File: src/rtl/conv_mac_pkg.sv
//------------------------------------------------------------------------------
// Module  : conv_mac_pkg
// Purpose : Shared defaults and helper functions for the convolution
//           multiply-accumulate path: accumulator width calculation and the
//           saturating clamp applied to window results.
// Ports   : none (package)
// Rev     : 1.0  initial release
//------------------------------------------------------------------------------
`default_nettype none

package conv_mac_pkg;

  localparam int c_def_data_w = 8;
  localparam int c_def_ch     = 3;
  localparam int c_def_taps   = 9;
  localparam int c_def_out_w  = 16;

  // Wide signed carrier for clamping; comfortably exceeds any sane ACC_W.
  typedef logic signed [63:0] wide_t;

  // Accumulator width that can never overflow for CH channels over TAPS beats.
  function automatic int acc_width(input int data_w, input int ch, input int taps);
    return 2 * data_w + $clog2(ch) + $clog2(taps) + 1;
  endfunction

  // Clamp v into the OUT_W range of the selected number format.
  function automatic wide_t sat_clamp(input wide_t v, input bit is_signed, input int out_w);
    wide_t hi;
    wide_t lo;
    if (is_signed) begin
      hi = (wide_t'(1) <<< (out_w - 1)) - wide_t'(1);
      lo = -(wide_t'(1) <<< (out_w - 1));
    end else begin
      hi = (wide_t'(1) <<< out_w) - wide_t'(1);
      lo = '0;
    end
    if (v > hi)
      return hi;
    else if (v < lo)
      return lo;
    else
      return v;
  endfunction

endpackage

`default_nettype wire

File: src/rtl/conv_mac_accum_mac_lane.sv
//------------------------------------------------------------------------------
// Module  : mac_lane
// Purpose : One registered DATA_W x DATA_W multiplier, unsigned or signed.
// Ports   : clk, reset (async, active-high), en (load product),
//           a, b (operands), prod (registered 2*DATA_W product)
// Rev     : 1.0  initial release
//------------------------------------------------------------------------------
`default_nettype none

module mac_lane
  import conv_mac_pkg::*;
#(
  parameter int DATA_W = c_def_data_w,
  parameter int SIGNED = 0
) (
  input  logic                  clk,
  input  logic                  reset,
  input  logic                  en,
  input  logic [DATA_W-1:0]     a,
  input  logic [DATA_W-1:0]     b,
  output logic [2*DATA_W-1:0]   prod
);

  logic [2*DATA_W-1:0] w_a;
  logic [2*DATA_W-1:0] w_b;

  // Extending both operands to the product width first makes the low
  // 2*DATA_W bits of a plain multiply correct for either number format.
  generate
    if (SIGNED != 0) begin : g_signed
      assign w_a = {{DATA_W{a[DATA_W-1]}}, a};
      assign w_b = {{DATA_W{b[DATA_W-1]}}, b};
    end else begin : g_unsigned
      assign w_a = {{DATA_W{1'b0}}, a};
      assign w_b = {{DATA_W{1'b0}}, b};
    end
  endgenerate

  always_ff @(posedge clk or posedge reset) begin
    if (reset)
      prod <= '0;
    else if (en)
      prod <= w_a * w_b;
  end

endmodule

`default_nettype wire

File: src/rtl/conv_mac_accum.sv
//------------------------------------------------------------------------------
// Module  : conv_mac_accum
// Purpose : Multi-channel multiply-accumulate. Each beat carries CH
//           data/weight pairs; products are summed across channels and
//           accumulated over TAPS beats (or up to in_last), then saturated to
//           OUT_W and presented with a valid/ready handshake.
// Ports   : clk, reset (async, active-high)
//           in_valid/in_ready/in_last, data, weight  - beat input
//           out_valid/out_ready, result, sat_flag     - window result output
// Rev     : 1.0  initial release
//------------------------------------------------------------------------------
`default_nettype none

module conv_mac_accum
  import conv_mac_pkg::*;
#(
  parameter int DATA_W = c_def_data_w,
  parameter int CH     = c_def_ch,
  parameter int TAPS   = c_def_taps,
  parameter int SIGNED = 0,
  parameter int OUT_W  = c_def_out_w,
  parameter int ACC_W  = acc_width(DATA_W, CH, TAPS)
) (
  input  logic                  clk,
  input  logic                  reset,
  input  logic                  in_valid,
  output logic                  in_ready,
  input  logic                  in_last,
  input  logic [CH*DATA_W-1:0]  data,
  input  logic [CH*DATA_W-1:0]  weight,
  output logic                  out_valid,
  input  logic                  out_ready,
  output logic [OUT_W-1:0]      result,
  output logic                  sat_flag
);

  localparam int                  c_cnt_w    = (TAPS > 1) ? $clog2(TAPS) : 1;
  localparam logic [c_cnt_w-1:0]  c_last_tap = c_cnt_w'(TAPS - 1);
  localparam bit                  c_signed   = (SIGNED != 0);

  logic                       r_run;
  logic                       r_s1_valid;
  logic                       r_s1_end;
  logic [c_cnt_w-1:0]         r_tap_cnt;
  logic signed [ACC_W-1:0]    r_acc;
  logic                       r_out_valid;
  logic [OUT_W-1:0]           r_result;
  logic                       r_sat;

  logic                       w_stall;
  logic                       w_accept;
  logic                       w_in_end;
  logic [2*DATA_W-1:0]        w_prod     [CH];
  logic signed [ACC_W-1:0]    w_prod_ext [CH];
  logic signed [ACC_W-1:0]    w_chan_sum;
  logic signed [ACC_W-1:0]    w_acc_next;
  wide_t                      w_wide;
  wide_t                      w_clamped;
  logic                       w_sat;

  // Only a pending window end that cannot leave the output register blocks
  // the pipe; partial-window beats keep flowing behind a held result.
  assign w_stall  = r_out_valid & ~out_ready & r_s1_valid & r_s1_end;
  assign in_ready = r_run & ~w_stall;
  assign w_accept = in_valid & in_ready;
  assign w_in_end = in_last | (r_tap_cnt == c_last_tap);

  generate
    for (genvar c = 0; c < CH; c++) begin : g_lane
      mac_lane #(
        .DATA_W (DATA_W),
        .SIGNED (SIGNED)
      ) u_lane (
        .clk   (clk),
        .reset (reset),
        .en    (w_accept),
        .a     (data[c*DATA_W +: DATA_W]),
        .b     (weight[c*DATA_W +: DATA_W]),
        .prod  (w_prod[c])
      );
      assign w_prod_ext[c] = {{(ACC_W-2*DATA_W){c_signed & w_prod[c][2*DATA_W-1]}}, w_prod[c]};
    end
  endgenerate

  always_comb begin
    w_chan_sum = '0;
    for (int c = 0; c < CH; c++)
      w_chan_sum = w_chan_sum + w_prod_ext[c];
  end

  assign w_acc_next = r_acc + w_chan_sum;
  assign w_wide     = {{(64-ACC_W){w_acc_next[ACC_W-1]}}, w_acc_next};
  assign w_clamped  = sat_clamp(w_wide, c_signed, OUT_W);
  // Any difference from the unclamped value means the clamp engaged.
  assign w_sat      = (w_clamped != w_wide);

  always_ff @(posedge clk or posedge reset) begin
    if (reset) begin
      r_run       <= 1'b0;
      r_s1_valid  <= 1'b0;
      r_s1_end    <= 1'b0;
      r_tap_cnt   <= '0;
      r_acc       <= '0;
      r_out_valid <= 1'b0;
      r_result    <= '0;
      r_sat       <= 1'b0;
    end else begin
      r_run <= 1'b1;

      if (r_out_valid && out_ready)
        r_out_valid <= 1'b0;

      if (!w_stall) begin
        r_s1_valid <= w_accept;
        if (w_accept) begin
          r_s1_end  <= w_in_end;
          r_tap_cnt <= w_in_end ? '0 : r_tap_cnt + c_cnt_w'(1);
        end
        if (r_s1_valid) begin
          if (r_s1_end) begin
            // Final sum goes straight to the output; accumulator restarts so
            // the next window can follow without a bubble.
            r_acc       <= '0;
            r_result    <= w_clamped[OUT_W-1:0];
            r_sat       <= w_sat;
            r_out_valid <= 1'b1;
          end else begin
            r_acc <= w_acc_next;
          end
        end
      end
    end
  end

  assign out_valid = r_out_valid;
  assign result    = r_result;
  assign sat_flag  = r_sat;

endmodule

`default_nettype wire
File: config.mk
export PLATFORM = sky130hd
export DESIGN_NAME = conv_mac_accum
export DESIGN_NICKNAME = d
export VERILOG_FILES = /design/src/rtl/conv_mac_pkg.sv /design/src/rtl/conv_mac_accum_mac_lane.sv /design/src/rtl/conv_mac_accum.sv
export SDC_FILE = /design/constraint.sdc
export NUM_CORES = 1
export LEC_CHECK = 0
export BUFFER_PORTS_ARGS = -buffer_cell sky130_fd_sc_hd__buf_2
export CORE_MARGIN = 1
export CORE_UTILIZATION = 45
export DETAILED_ROUTE_END_ITERATION = 6
export PLACE_DENSITY_LB_ADDON = 0.15
export SETUP_SLACK_MARGIN = 0.02
export SLEW_MARGIN = 20
export SYNTH_ARGS = -nofsm -noshare
export SYNTH_HDL_FRONTEND = slang
export SYNTH_SLANG_ARGS = --single-unit
File: constraint.sdc
create_clock -name clk -period 7.1 [get_ports clk]
set_clock_uncertainty 0.05 [all_clocks]
set_input_delay 2.13 -clock clk [delete_from_list [all_inputs] [get_ports clk]]
set_output_delay 2.13 -clock clk [all_outputs]
set_load 0.1 [all_outputs]
-- Yosys cells after proc, flatten, opt, wreduce, memory -nomap -nowiden
Cells that the tools add are included.
- output and inout bits: 19
- input bits: 53
- bits in registers: 96
- word-level logic and storage cells: 42
- multipliers: 3
- bitwise gates (word level): 8
- order comparisons: 2
- equality and inequality tests: 2
- $add $sub $neg: 4
- reductions and logical operators: 4
- mux-type cells: 8
- operator list (kind ; number):
    two-way mux 64 bit ; 2
    inequality test 64 x 23 -> 1 bit ; 1
    multiplier 8 x 8 -> 16 bit ; 3
    adder 23 x 19 -> 23 bit ; 1
    greater-than comparator 23 x 17 -> 1 bit (second input constant) ; 1
    < comparator 23 x 1 -> 1 bit (second input constant) ; 1
    two-way mux 23 bit ; 1
    adder 17 x 16 -> 18 bit ; 1
    adder 16 x 16 -> 17 bit ; 1
    bitwise AND 1 bit ; 5
    adder 4 x 1 -> 4 bit (second input constant) ; 1
    == test 4 bit (second input constant) ; 1
    two-way mux 1 bit ; 4
    two-way mux 4 bit ; 1
    AND reduction 2 bit ; 2
    AND reduction 3 bit ; 1
    inverter 1 bit ; 2
    logical AND 1 bit ; 1
    bitwise OR 1 bit ; 1

-- Logic depth before layout (Yosys ltp)
- depth in word-level cells: 8
- depth in mapped cells: 26
- depth with buffers taken out: 23

-- Modules after synthesis
From an unflattened synthesis, not the netlist that was laid out.
- cells, all modules: 1276
- area total of the unflattened synthesis: 12076.6 um2
- by module, submodules not included (module ; area an instance (um2) ; times used ; cells an instance ; sequential area each (um2)):
    mac_lane (g_lane[1].u_lane ...) ; 2682.6 ; 2 ; 279 ; 400.4
    conv_mac_accum ; 4038.9 ; 1 ; 439 ; 1201.2
    mac_lane (g_lane[0].u_lane) ; 2672.6 ; 1 ; 279 ; 400.4

-- Worst setup path after synthesis
Ideal clock, no wire load.
- kind: input to register
- start point: input port data[21]
- end point: register g_lane[2].u_lane.prod[14]
- buffers on the path: 1
- path slack: 0.868 ns
- data required time: 6.918 ns
- setup time: 0.132 ns
- stages: 16
- data arrival time: 6.051 ns
- path through: clkbuf_1 > nand2_1 > fa_1 > fa_1 > inv_1 > fa_1 > inv_1 > fa_1 > inv_1 > ha_1 > or3_1 > o211a_1 > a41o_1 > o41ai_1 > xor2_1 > o21ai_1
- cells in the longest elaborated chain, start to end: 1
- ends and longest elaborated chain (what ; line ; source):
    start: declaration ; conv_mac_accum.sv:29 ; input logic [CH*DATA_W-1:0] data,
    multiplier 8 x 8 -> 16 bit ; conv_mac_accum_mac_lane.sv:43 ; prod <= w_a * w_b;
    end signal: assignment ; conv_mac_accum_mac_lane.sv:43 ;
    end: declaration ; conv_mac_accum_mac_lane.sv:21 ; output logic [2*DATA_W-1:0] prod
No other way between the ends.
A chain may end at the register's enable or synchronous reset.

-- Worst setup path after layout
- start point: register g_lane[1].u_lane.prod[1]
- end point: register r_result[1] (netlist: result[1])
- cells in the longest elaborated chain, start to end: 6
- elaborated cells on any way between the ends: 7
- those cells by class: 3 x add/sub; 2 x order compare; 2 x mux
- ends and longest elaborated chain (what ; line ; source):
    start: declaration ; conv_mac_accum_mac_lane.sv:21 ;
    start signal: assignment ; conv_mac_accum_mac_lane.sv:43 ;
    adder 16 x 16 -> 17 bit (*) ; conv_mac_accum.sv:88 ; w_chan_sum = w_chan_sum + w_prod_ext[c];
    adder 17 x 16 -> 18 bit (*) ; conv_mac_accum.sv:88 ;
    adder 23 x 19 -> 23 bit (*) ; conv_mac_accum.sv:91 ; assign w_acc_next = r_acc + w_chan_sum;
    < comparator 23 x 1 -> 1 bit ; conv_mac_pkg.sv:39 ; else if (v < lo)
    two-way mux 64 bit ; conv_mac_pkg.sv:39 ;
    two-way mux 64 bit (*) ; conv_mac_pkg.sv:37 ; if (v > hi)
    end signal: assignment ; conv_mac_accum.sv:124 ; r_result <= w_clamped[OUT_W-1:0];
    end: declaration ; conv_mac_accum.sv:47 ; logic [OUT_W-1:0] r_result;
Every way passes the cells marked *; elsewhere a longest branch is shown, timed or not.

==> results.tsv <==
metric	value	unit
routed vias	8712	
dominant synthesized flop cell	dfrtp_1	
max_cap viols	0	
Iter 0 DRT Violations	432	
Root Buffer	clkbuf_16	
CTS HTree Levels	3	
Antenna Violating Nets Remaining	0	
Fin Setup TNS	0	ns
dpl cells	1677	
TritonCTS Sinks	96	
DR WL/cell	14.1	µm
Synth Register Bits	96	
Setup CP Type	register to register	
Req. time, crit path	7.25	ns
Core Rows	58	
GR peak layer	met2	
Total GRT Usage	19.0	%
area of the mapped netlist	11700	µm²
initial antenna violation count	0	
die area	26700	µm²
first-pass GRT wire length	40700	µm
Ys Warns	0	
Synth async-reset ratio	100	%
Fin. Hold Viols	0	
met1 Track Usage GR	26.4	%
CP Launch Type	register	
n_diodes	0	
pre-CTS setup slack	0.630	ns
Bufs on Longest Clock Path	2	
drt via density	5.15	
Initial Util	46.2	%
Yosys cell types	64	
Final Net Count	1683	
core area	25400	µm²
met2 usage	31.8	%
clock slew at reported path FFs	0.07	ns
Critical Path Fanout Max	17	
fin crit share	88.4	%
DRT Wirelength	23900	µm
DP Wirelength	19700	µm
RSZ-0062 raised after global routing	no	
Slew @ Worst Pin	0.946	ns
drt pass-1 iters	5	
syn_nets	1624	
largest net degree at the start of global routing	63	
Seq/Total Area, Yosys	20.5	%
global route total overflow	0	
Post-Syn Instances	1299	
postcts setup bufs	0	
CTS tree	yes	
slew margin rel.	36.8	%
RD Place Congestion	0.814	
hold crit path type	register to register	
share of layout cells above drive strength 1	8.66	%
worst skew pair latency	0.36	ns
Avg Inst Size Synth	9.04	µm²
Worst EP arrival	6.43	ns
final worst slack	0.822	ns
run status	completed	
number of global-route vias before repair	8413	
commonest non-fill, non-tap cell in the layout	nand2_1	
met3 usage	2.13	%
Worst Setup End Kind	register	
synth-to-layout area growth	8.29	%
Final setup viols	0	
IO Pins	72	
most frequent cells in the layout	197 x nand2_1, 170 x inv_1, 146 x ha_1, 126 x fa_1, 113 x and2_1	
final core occ	50.0	%
Non-Filler Instances	1693	
Post-synth EDFFs	0	
hold_buf cts	0	
Chip Height	164	µm
Max Slew Vio Count	0	
maximum clock frequency	159	MHz
Port Buffers	71	
Final min period	6.28	ns
Post-route DRC	0	
cts bufs inserted	9	
post-CTS sizing	0	
Die W	164	µm
[synthesized netlist by cell type (4+ instances only)]
cell | count | area share (%)
nand2_1 | 198 | 6.3
inv_1 | 171 | 5.5
ha_1 | 146 | 16
fa_1 | 126 | 21
and2_1 | 113 | 6.0
dfrtp_1 | 96 | 20
o21ai_0 | 60 | 2.6
nor2_1 | 55 | 1.8
a21oi_1 | 43 | 1.8
xnor2_1 | 34 | 2.5
xor2_1 | 26 | 1.9
o21ai_1 | 24 | 1.0
clkbuf_1 | 21 | 0.67
nor3_1 | 19 | 0.81
a21o_1 | 11 | 0.70
nand3_1 | 11 | 0.47
mux2_2 | 10 | 0.96
nand2b_1 | 10 | 0.53
o31ai_1 | 10 | 0.64
a211oi_1 | 9 | 0.58
a22oi_2 | 9 | 0.96
a22oi_1 | 7 | 0.45
nor2b_1 | 7 | 0.37
and3_1 | 6 | 0.32
o21a_1 | 6 | 0.38
a41o_1 | 5 | 0.43
o41a_1 | 5 | 0.48
o21bai_1 | 4 | 0.26
o41ai_1 | 4 | 0.30
or3_1 | 4 | 0.21
[critical path, cell delays in order, from the launching register on]
cell       delay (ns)
dfrtp_1          0.40
inv_1            0.07
fa_1             0.50
inv_1            0.04
ha_1             0.23
a211oi_1         0.31
nor2_1           0.12
o31ai_1          0.33
a31oi_1          0.17
and4_1           0.23
a2111oi_0        0.66
xnor2_1          0.22
ha_1             0.43
and3_1           0.25
and4_1           0.25
nand4_1          0.11
o211ai_1         0.45
nand3_1          0.16
a221oi_2         0.26
o211a_1          0.70
a22oi_1          0.19
[path summary, 6_finish.rpt]
kind | start | endpoint | slack [ns] | depth (start not counted)
max in group asynchronous | reset | g_lane[1].u_lane.prod[8] | 4.12 | 3
min in group asynchronous | reset | r_acc[1] | 1.80 | 2
worst min register to register | r_acc[3] | r_acc[3] | 0.45 | 2
worst max register to register | g_lane[1].u_lane.prod[1] | result[1] | 0.82 | 20
worst min-delay path | r_acc[3] | r_acc[3] | 0.45 | 2
worst max-delay path | g_lane[1].u_lane.prod[1] | result[1] | 0.82 | 20
[metal layers]
layer	wire length, µm	vias to the layer above
met4	240	0
met1	12000	4226
met2	11300	86
met5	0	-
li1	-	4384
met3	410	16
[sequential cells by signal (all words and copies together), names as in the netlist]
register / cells
g_lane.u_lane.prod: 48
out_valid: 1
r_acc: 23
r_run: 1
r_s1_end: 1
r_s1_valid: 1
r_tap_cnt: 4
result: 16
sat_flag: 1
[cell type report]
class	count	area (µm²)
Fill cell	2486	12700
Sequential cell	96	2400
Tap cell	330	413
Timing Repair Buffer	74	378
Multi-Input combinational cell	1006	8580
Clock inverter	5	63.8
Clock buffer	11	233
Inverter	171	644
[logic make-up (layout without fill, tap and decap cells)]
kind of cell	Yosys count	in the layout	synth area share [%]
flops	96	96	20.5
compound gates	224	224	12.6
mux	10	10	0.959
simple gates	439	439	17.9
xor+xnor	60	60	4.48
other cells	1	1	0.0319
buf+inv	197	261	6.48
fa+ha+maj	272	272	37.0
[through the flow]
| stage | hold slack, ns | area, µm² |
|---|---|---|
| 2_1_floorplan | 0.405 | 11700 |
| 3_3_place_gp | 0.425 | 12400 |
| 3_5_place_dp | 0.432 | 12400 |
| 4_1_cts | 0.452 | 12700 |
| 5_1_grt | 0.466 | 12700 |
| 6_report | 0.448 | 12700 |
Power is not shown: default switching activity piles up to over one toggle a cycle in this logic, so the estimate is an artifact.
